**src/rtl/mem_lsu_pkg.sv**
```systemverilog
// Shared definitions for the load/store unit: op codes, FSM states, helpers.
package mem_lsu_pkg;

   localparam logic [3:0] OP_NOP = 4'd0;
   localparam logic [3:0] OP_LB  = 4'd1;
   localparam logic [3:0] OP_LBU = 4'd2;
   localparam logic [3:0] OP_LH  = 4'd3;
   localparam logic [3:0] OP_LHU = 4'd4;
   localparam logic [3:0] OP_LW  = 4'd5;
   localparam logic [3:0] OP_SB  = 4'd6;
   localparam logic [3:0] OP_SH  = 4'd7;
   localparam logic [3:0] OP_SW  = 4'd8;
   localparam logic [3:0] OP_LL  = 4'd9;
   localparam logic [3:0] OP_SC  = 4'd10;

   localparam logic [63:0] ZERO_WORD = 64'd0;

   typedef enum logic [1:0] {
      ST_IDLE = 2'd0,
      ST_BUSY = 2'd1,
      ST_DONE = 2'd2
   } lsu_state_e;

   typedef enum logic [1:0] {
      SZ_BYTE = 2'd0,
      SZ_HALF = 2'd1,
      SZ_WORD = 2'd2
   } acc_size_e;

   function automatic logic op_is_load(input logic [3:0] op);
      return (op == OP_LB) || (op == OP_LBU) || (op == OP_LH) ||
             (op == OP_LHU) || (op == OP_LW) || (op == OP_LL);
   endfunction

   function automatic logic op_is_store(input logic [3:0] op);
      return (op == OP_SB) || (op == OP_SH) || (op == OP_SW) || (op == OP_SC);
   endfunction

   function automatic acc_size_e op_size(input logic [3:0] op);
      if ((op == OP_LB) || (op == OP_LBU) || (op == OP_SB)) return SZ_BYTE;
      if ((op == OP_LH) || (op == OP_LHU) || (op == OP_SH)) return SZ_HALF;
      return SZ_WORD;
   endfunction

endpackage

```
**src/rtl/mem_lsu_load_ext.sv**
```systemverilog
// Selects the addressed big-endian byte lanes of a bus read and extends to DATA_W.
module mem_load_ext
   import mem_lsu_pkg::*;
#(
   parameter int unsigned DATA_W = 32
) (
   input  logic [3:0]                      op,
   input  logic [$clog2(DATA_W/8)-1:0]     off,
   input  logic [DATA_W-1:0]               rdata,
   output logic [DATA_W-1:0]               result
);

   logic [DATA_W-1:0] aligned;

   // Shift the addressed byte to the top lane; offset 0 is the MSB lane.
   always_comb begin
      aligned = rdata << {off, 3'b000};
   end

   // Extend the selected field according to the load flavour.
   always_comb begin
      result = DATA_W'(ZERO_WORD);
      case (op)
         OP_LB:   result = DATA_W'($signed(aligned[DATA_W-1 -: 8]));
         OP_LBU:  result = DATA_W'(aligned[DATA_W-1 -: 8]);
         OP_LH:   result = DATA_W'($signed(aligned[DATA_W-1 -: 16]));
         OP_LHU:  result = DATA_W'(aligned[DATA_W-1 -: 16]);
         default: result = DATA_W'($signed(aligned[DATA_W-1 -: 32]));
      endcase
   end

endmodule

```
**src/rtl/mem_lsu.sv**
```systemverilog
// Memory-stage load/store unit: drives a single-outstanding bus access and
// stalls the pipeline until the data is back, with LL/SC link-bit support.
module mem_lsu
   import mem_lsu_pkg::*;
#(
   parameter int unsigned DATA_W = 32,
   parameter int unsigned ADDR_W = 32,
   parameter int unsigned RA_W   = 5
) (
   input  logic                  clk,
   input  logic                  rst,
   input  logic [RA_W-1:0]       ex_waddr,
   input  logic [DATA_W-1:0]     ex_wdata,
   input  logic                  ex_we,
   input  logic [3:0]            ex_op,
   input  logic [ADDR_W-1:0]     ex_maddr,
   input  logic [DATA_W-1:0]     ex_sdata,
   input  logic                  llbit_clr,
   output logic                  bus_req,
   output logic                  bus_we,
   output logic [ADDR_W-1:0]     bus_addr,
   output logic [DATA_W/8-1:0]   bus_sel,
   output logic [DATA_W-1:0]     bus_wdata,
   input  logic [DATA_W-1:0]     bus_rdata,
   input  logic                  bus_ack,
   output logic [RA_W-1:0]       mem_waddr_o,
   output logic [DATA_W-1:0]     mem_wdata_o,
   output logic                  mem_we_o,
   output logic                  stall_req,
   output logic                  align_exc
);

   localparam int unsigned NB    = DATA_W / 8;
   localparam int unsigned OFF_W = $clog2(NB);
   localparam logic [NB-1:0] ONES  = '1;
   localparam logic [NB-1:0] SEL_B = ONES << (NB - 1);
   localparam logic [NB-1:0] SEL_H = ONES << (NB - 2);
   localparam logic [NB-1:0] SEL_W = ONES << (NB - 4);

   lsu_state_e        state_q;
   logic              llbit_q;
   logic [DATA_W-1:0] cap_q;

   logic [OFF_W-1:0]  off;
   acc_size_e         size;
   logic              is_load;
   logic              is_store;
   logic              mem_op;
   logic              misaligned;
   logic              sc_fail;
   logic              start;
   logic [NB-1:0]     sel_nxt;
   logic [DATA_W-1:0] wdata_nxt;
   logic [DATA_W-1:0] ext_data;

   mem_load_ext #(.DATA_W(DATA_W)) u_load_ext (
      .op     (ex_op),
      .off    (off),
      .rdata  (bus_rdata),
      .result (ext_data)
   );

   // Decode the op and work out alignment, lane enables and store data.
   always_comb begin
      off        = ex_maddr[OFF_W-1:0];
      size       = op_size(ex_op);
      is_load    = op_is_load(ex_op);
      is_store   = op_is_store(ex_op);
      mem_op     = is_load || is_store;
      misaligned = 1'b0;
      sel_nxt    = SEL_W >> off;
      wdata_nxt  = {(DATA_W/32){ex_sdata[31:0]}};
      case (size)
         SZ_BYTE: begin
            sel_nxt   = SEL_B >> off;
            wdata_nxt = {(DATA_W/8){ex_sdata[7:0]}};
         end
         SZ_HALF: begin
            misaligned = off[0];
            sel_nxt    = SEL_H >> off;
            wdata_nxt  = {(DATA_W/16){ex_sdata[15:0]}};
         end
         default: misaligned = (off[1:0] != 2'b00);
      endcase
      sc_fail = (ex_op == OP_SC) && !llbit_q;
      start   = (state_q == ST_IDLE) && mem_op && !misaligned && !sc_fail;
   end

   // Access sequencing, bus drive, load capture and link bit.
   always_ff @(posedge clk) begin
      if (rst) begin
         state_q   <= ST_IDLE;
         bus_req   <= 1'b0;
         bus_we    <= 1'b0;
         bus_sel   <= '0;
         bus_addr  <= '0;
         bus_wdata <= '0;
         llbit_q   <= 1'b0;
         cap_q     <= DATA_W'(ZERO_WORD);
      end else begin
         case (state_q)
            ST_IDLE: begin
               if (start) begin
                  bus_req   <= 1'b1;
                  bus_we    <= is_store;
                  bus_addr  <= {ex_maddr[ADDR_W-1:OFF_W], OFF_W'(0)};
                  bus_sel   <= sel_nxt;
                  bus_wdata <= wdata_nxt;
                  state_q   <= ST_BUSY;
               end
            end
            ST_BUSY: begin
               if (bus_ack) begin
                  bus_req <= 1'b0;
                  bus_we  <= 1'b0;
                  bus_sel <= '0;
                  cap_q   <= (ex_op == OP_SC) ? DATA_W'(1) : ext_data;
                  if (ex_op == OP_LL) llbit_q <= 1'b1;
                  if (ex_op == OP_SC) llbit_q <= 1'b0;
                  state_q <= ST_DONE;
               end
            end
            ST_DONE: state_q <= ST_IDLE;
            default: state_q <= ST_IDLE;
         endcase
         // An exception/eret clear overrides an LL setting the bit.
         if (llbit_clr) llbit_q <= 1'b0;
      end
   end

   // Writeback, stall and alignment outputs, forced quiet while in reset.
   always_comb begin
      mem_waddr_o = ex_waddr;
      mem_wdata_o = ex_wdata;
      mem_we_o    = ex_we;
      stall_req   = 1'b0;
      align_exc   = 1'b0;
      case (state_q)
         ST_IDLE: begin
            if (mem_op) begin
               if (misaligned) begin
                  align_exc = 1'b1;
                  mem_we_o  = 1'b0;
               end else if (sc_fail) begin
                  mem_wdata_o = DATA_W'(ZERO_WORD);
               end else begin
                  stall_req = 1'b1;
                  mem_we_o  = 1'b0;
               end
            end
         end
         ST_BUSY: begin
            stall_req = 1'b1;
            mem_we_o  = 1'b0;
         end
         ST_DONE: begin
            if (is_load || (ex_op == OP_SC)) mem_wdata_o = cap_q;
         end
         default: ;
      endcase
      if (rst) begin
         mem_waddr_o = '0;
         mem_wdata_o = DATA_W'(ZERO_WORD);
         mem_we_o    = 1'b0;
         stall_req   = 1'b0;
         align_exc   = 1'b0;
      end
   end

endmodule

```
**config.mk**
```make
export PLATFORM = sky130hd
export DESIGN_NAME = mem_lsu
export DESIGN_NICKNAME = d
export VERILOG_FILES = /design/src/rtl/mem_lsu_pkg.sv /design/src/rtl/mem_lsu_load_ext.sv /design/src/rtl/mem_lsu.sv
export SDC_FILE = /design/constraint.sdc
export NUM_CORES = 1
export LEC_CHECK = 0
export ABC_CLOCK_PERIOD_IN_PS = 5600
export CORE_ASPECT_RATIO = 2
export CORE_MARGIN = 2
export CORE_UTILIZATION = 46
export DETAILED_ROUTE_END_ITERATION = 16
export PLACE_DENSITY_LB_ADDON = 0.25
export SLEW_MARGIN = 40
export SYNTH_ARGS = -nofsm -noshare
export SYNTH_HDL_FRONTEND = slang
export SYNTH_HIERARCHICAL = 1
export SYNTH_SLANG_ARGS = --single-unit
```
**constraint.sdc**
```tcl
create_clock -name clk -period 5.6 [get_ports clk]
set_clock_uncertainty 0.2 [all_clocks]
set_input_delay 1.12 -clock clk [delete_from_list [all_inputs] [get_ports clk]]
set_output_delay 1.12 -clock clk [all_outputs]
set_load 0.01 [all_outputs]
```
==> key figures, run 1 <==
Floorplanning
  – Core area: 0.01248 mm2
  – Initial core utilization: 46.61%
  – Die W: 83.53 um
  – # rows: 58
  – Io pins: 252
  – DIE AREA: 0.01362 mm2
  – Die Y: 163.0 um

STA
  – Worst rel slew slack: 43.84%
  – Slew at the pin with the worst max-slew slack: 0.8373 ns
  – Final Slew Violations: 0
  – Setup Viol. Count Final: 0
  – Minimum clock period: 4.970 ns
  – RSZ-0062 raised after global routing: no
  – Period utilization: 88.76%
  – Final worst slack: 0.6297 ns
  – Count of final hold-check violations: 0
  – Max Freq: 201.2 MHz
  – TNS Setup: 0 ns

Synthesis
  – Flops & latches, synth: 103
  – Number of synthesized flops with an enable pin: 0
  – Post-Syn Instances: 732
  – Commonest cells post-synth: dfxtp_1 (103), nor2_1 (102), nand2_1 (98)
  – YS warnings: 6
  – Top post-synthesis cells by area: dfxtp_1 (35%), a22oi_1 (9.2%), nor2_1 (6.6%)
  – Ys flop type: dfxtp_1
  – Leading area contributor after synthesis: dfxtp_1
  – Post-synthesis sequential area ratio: 35.44%
  – Synth top area share: 35.44%
  – Top-count cell post-synth: dfxtp_1
  – Synth async-reset ratio: 0%
  – Post-synth cell types: 59
  – Mapped Area: 0.005818 mm2
  – Syn Area/Cell: 7.948 um2

Detailed routing
  – DRT Pass-1 Iters: 5
  – Vias: 6448
  – DR DRC count: 0
  – Vias/cell: 5.878
  – WL final: 20.20 mm
  – Mean routed wirelength per cell: 18.41 um
  – 1st-iter DRT viols: 286
  – Post-DRT Antenna Nets: 0

Clock tree
  – Hold-fix buffers, CTS: 0
  – Clk root buf: clkbuf_16
  – Clk Latency, worst-skew pair: 0.34 ns
  – Post_cts resized: 0
  – H-Tree Depth: 3
  – Worst-case clock buffer depth: 2
  – Post-CTS Setup Inserts: 0
  – Number of buffers created by CTS: 9
  – Clock-pin slew on the worst setup and hold paths: 0.07 ns
  – Clock sink count: 103
  – CTS tree: yes

Power
  – P per Cell Area: 229.6 mW/mm2
  – Peak VDD IR: 149.6 uV
  – Comb power frac: 28.3%
  – Clock Power Share: 31.3%
  – Switch share: 30.32%
  – Leakage: 0.003160 uW
  – NetSw: 602.0 uW
  – Cell-internal power: 1383 uW
  – Power share of the sequential group: 40.3%

Critical path
  – Top Family by Delay on Critical Path: buffers and inverters
  – Register-to-Register Path Depth: 5
  – CP required: 4.28 ns
  – Critical Path Slowest Stage Cell: clkdlybuf4s50_1
  – Kind of critical path: input port to output port
  – Maximum fanout along the worst path: 32
  – Worst-path cell chain: clkdlybuf4s50_1, buf_4, nand3_1, nand4_1, a21o_1, buf_4, a22oi_1, nor2_1, clkdlybuf4s50_1
  – Crit path launch type: input port
  – Kind of end point of the critical path: output port
  – Crit path DAT: 3.65 ns
  – Slowest stage delay, CP: 0.73 ns
  – Critical path depth: 9
  – Bufs and invs on worst path: 4

Global routing
  – Largest net degree at the start of global routing: 79
  – Vias in the first global route: 6165
  – Initial antenna violation count: 0
  – Congestion Overflow GR: 0
  – First-pass GRT wire length: 31.17 mm
  – GR Util All Layers: 28.43%

Final layout
  – Final-layout fill cell count: 1064
  – Layout Area Growth over Synthesis: 48.65%
  – Ant diodes: 0
  – Final net count: 1084
  – Fraction of layout cells with a size suffix above 1: 7.497%

Worst hold path
  – Hold Crit Class: register to register
  – Hold depth: 2

Placement
  – PortBufs: 249
  – GP Congestion: 0.9057
  – Half-perimeter wire length after placement: 14.67 mm
  – Setup WS pre-CTS: 0.6313 ns

Flow run
  – Max-cap violations: 0

Outcome
  – Status: finished, final reports clean
-- power groups by stage --
stage	Clock, uW	Sequential, uW	Combinational, uW
after global placement	0	817	548
after detailed placement	0	819	558
after floorplan	0	834	255
final	622	801	562
after CTS	638	801	560
after global routing	668	807	604
-- worst paths after layout --
path,from,to,slack (ns)
worst max-delay path,ex_op[0],mem_wdata_o[7],0.63
worst min-delay path,bus_req,bus_req,0.25
worst max register to register,state_q[0],bus_wdata[27],2.99
worst min register to register,bus_req,bus_req,0.25
-- logic make-up (layout without fill, tap and decap cells) --
family	after synthesis	in the layout	synth area share, %
buffers and inverters	83	297	6.408
other	1	2	0.06445
xor gates and xnor gates	1	1	0.1506
AOI/OAI and AO/OA	233	233	27.76
and+or+nand+nor	265	265	20.22
DFF	103	103	35.44
muxes	46	46	9.957
-- flip-flops by register name (all words and copies together) (netlist names) --
name       cells
bus_wdata     32
cap_q         32
bus_addr      30
bus_sel        4
state_q        2
bus_req        1
bus_we         1
llbit_q        1
-- routing by layer --
layer / global-route usage (%) / up-vias / share of wire, %
met2: 51.06 / 278 / 52
li1: - / 3096 / -
met1: 30.54 / 3017 / 36
met5: 0 / - / 0
met4: 18.55 / 0 / 6.0
met3: 4.497 / 57 / 5.8
-- cell type report --
type,instances,area (um2),area share (%)
sequential,103,2062,23.84
multi-input combinational,547,3401,39.32
tap,150,187.7,2.170
clock buffer,9,225.2,2.604
inverter,12,45.04,0.5208
clock inverter,7,67.56,0.7813
timing repair buffer,269,2660,30.76
-- tightest hold or removal path, cell delays in order (launching register included) --
cell	delay [ns]
dfxtp_1	0.31
nand2_1	0.05
a21oi_1	0.05
-- cells in the final DEF (no fill, tap or decap), types with 12 or more instances in the layout --
cell type	Yosys	layout
a22oi_1	71	71
dfxtp_1	103	103
o221ai_1	22	22
clkdlybuf4s50_1	0	247
a21oi_1	65	64
inv_1	12	12
mux2i_1	23	23
nor2_1	102	101
o21ai_1	16	16
buf_4	6	19
nand3_1	14	14
mux2_2	12	12
nand2_1	98	98
o21ai_0	12	12
-- through the flow --
stage	power [uW]	util, %	cell area [um2]	cells	hold slack [ns]
after floorplan	1089	-	5822	733	0.2681
after global placement	1365	66.57	8309	1079	0.2409
after detailed placement	1377	66.73	8329	1080	0.2453
after CTS	1999	69.08	8622	1096	0.2566
after global routing	2079	69.29	8648	1097	0.2733
final	1985	69.29	8648	1097	0.2536
(Power assumes the default switching activity.)
==> inputs of run 2 (changes only) <==
CAP_MARGIN = 10   (was unset)
CORE_UTILIZATION = 55   (was 46)
DONT_BUFFER_PORTS = 1   (was unset)
==> key figures, run 2 (synthesis gave the netlist of run 1 again) <==
Detailed routing
  – Mean routed wirelength per cell: 21.26 um
  – 1st-iter DRT viols: 331
  – DRT Pass-1 Iters: 5
  – DR DRC count: 0
  – Vias/cell: 6.521
  – WL final: 17.45 mm
  – Vias: 5354
  – Post-DRT Antenna Nets: 0

Clock tree
  – H-Tree Depth: 3
  – Worst-case clock buffer depth: 2
  – Hold-fix buffers, CTS: 0
  – Clk Latency, worst-skew pair: 0.34 ns
  – Clock sink count: 103
  – Post-CTS Setup Inserts: 0
  – Number of buffers created by CTS: 9
  – CTS tree: yes
  – Clock-pin slew on the worst setup and hold paths: 0.07 ns
  – Clk root buf: clkbuf_16
  – Post_cts resized: 0

Placement
  – Half-perimeter wire length after placement: 12.63 mm
  – Placed inst area: 0.005747 mm2
  – GP Congestion: 0.9436
  – Setup WS pre-CTS: 1.627 ns
  – PortBufs: 0

Final layout
  – Design area: 0.006035 mm2
  – Ant diodes: 0
  – Util after Layout: 57.96%
  – Most common cell after layout, fill and taps aside: dfxtp_1
  – Most frequent cells in the layout: dfxtp_1 (103), nor2_1 (101), nand2_1 (98)
  – Final net count: 821
  – Biggest regs: bus_wdata (32), cap_q (32), bus_addr (30)
  – Layout Area Growth over Synthesis: 3.720%
  – Final-layout fill cell count: 1003
  – Fraction of layout cells with a size suffix above 1: 8.333%

Global routing
  – Largest net degree at the start of global routing: 145
  – First-pass GRT wire length: 26.48 mm
  – GR Layer Usage met3: 7.901%
  – Initial antenna violation count: 0
  – GRT met2 Usage: 51.40%
  – Vias in the first global route: 5114
  – GR Util All Layers: 28.96%
  – Busiest layer in global routing: met2
  – Congestion Overflow GR: 0
  – Met1 Resource Use GR: 29.84%

Floorplanning
  – Core area: 0.01041 mm2
  – Io pins: 252
  – DIE AREA: 0.01147 mm2
  – Initial core utilization: 55.88%
  – Die W: 76.73 um
  – Die Y: 149.5 um
  – # rows: 53

STA
  – Count of final hold-check violations: 0
  – Period utilization: 70.97%
  – Slew at the pin with the worst max-slew slack: 0.8035 ns
  – Final worst slack: 1.626 ns
  – Max Freq: 251.6 MHz
  – TNS Setup: 0 ns
  – Worst rel slew slack: 46.11%
  – RSZ-0062 raised after global routing: no
  – Minimum clock period: 3.974 ns
  – Final Slew Violations: 0
  – Setup Viol. Count Final: 0

Critical path
  – Reg2reg setup slack: 3.05 ns
  – Crit path DAT: 2.65 ns
  – CP required: 4.28 ns
  – FF-to-FF End: bus_sel[1]
  – Kind of end point of the critical path: output port
  – Maximum fanout along the worst path: 42
  – Worst r2r src: state_q[0]
  – Kind of critical path: input port to output port
  – Register-to-Register Path Depth: 5
  – Crit path launch type: input port

Power
  – Peak VDD IR: 217.3 uV
  – Leakage: 0.002156 uW
  – P per Cell Area: 282.0 mW/mm2

Worst hold path
  – Hold depth: 2
  – Min-delay src: bus_addr[24]
  – Hold Crit Class: register to register
  – Worst hold endpoint: bus_addr[24]

Flow run
  – Max-cap violations: 0

Outcome
  – Status: finished, final reports clean
==> run 2: power by group <==
part           total (uW)  switching, uW  internal (uW)
sequential            828           50.3            778
clock                 595            287            308
combinational         279            163            116
total                1700            500           1200
==> run 2: through the flow <==
step	total power, uW	cells	hold slack [ns]
5_1_grt	1781	821	0.3151
2_1_floorplan	1089	733	0.2681
4_1_cts	1717	821	0.2977
3_3_place_gp	1107	803	0.2841
6_report	1701	821	0.2979
3_5_place_dp	1123	805	0.2877
==> run 2: worst max-delay path: stages <==
cell	delay (ns)
or2_2	0.34
or3_1	0.35
a21o_2	0.44
a22oi_1	0.27
nor2_1	0.11
==> run 2: worst max-delay path by stage <==
stage                startpoint  slack [ns]         endpoint  cells past startpoint
CTS                 ex_maddr[0]        1.64  mem_wdata_o[18]                      5
detailed placement  ex_maddr[0]        1.63   mem_wdata_o[4]                      5
finish              ex_maddr[0]        1.63   mem_wdata_o[4]                      5
global route        ex_maddr[0]        1.51   mem_wdata_o[1]                      5
global placement       ex_op[2]        1.45   mem_wdata_o[1]                      5
floorplan              ex_op[1]        1.52        stall_req                      7
==> run 2: final cells by class <==
type | instances | area [um2] | area share [%]
Multi-Input combinational cell | 547 | 3406 | 56.44
Sequential cell | 103 | 2062 | 34.17
Clock buffer | 9 | 225.2 | 3.732
Tap cell | 137 | 171.4 | 2.841
Timing Repair Buffer | 6 | 68.82 | 1.140
Clock inverter | 7 | 56.30 | 0.9330
Inverter | 12 | 45.04 | 0.7464
==> run 2: layer usage <==
metal,vias up,wire (um),share of wire [%]
li1,2558,-,-
met1,2529,5955,34
met2,229,9207,53
met3,38,1332,7.6
met4,0,958,5.5
met5,-,0,0
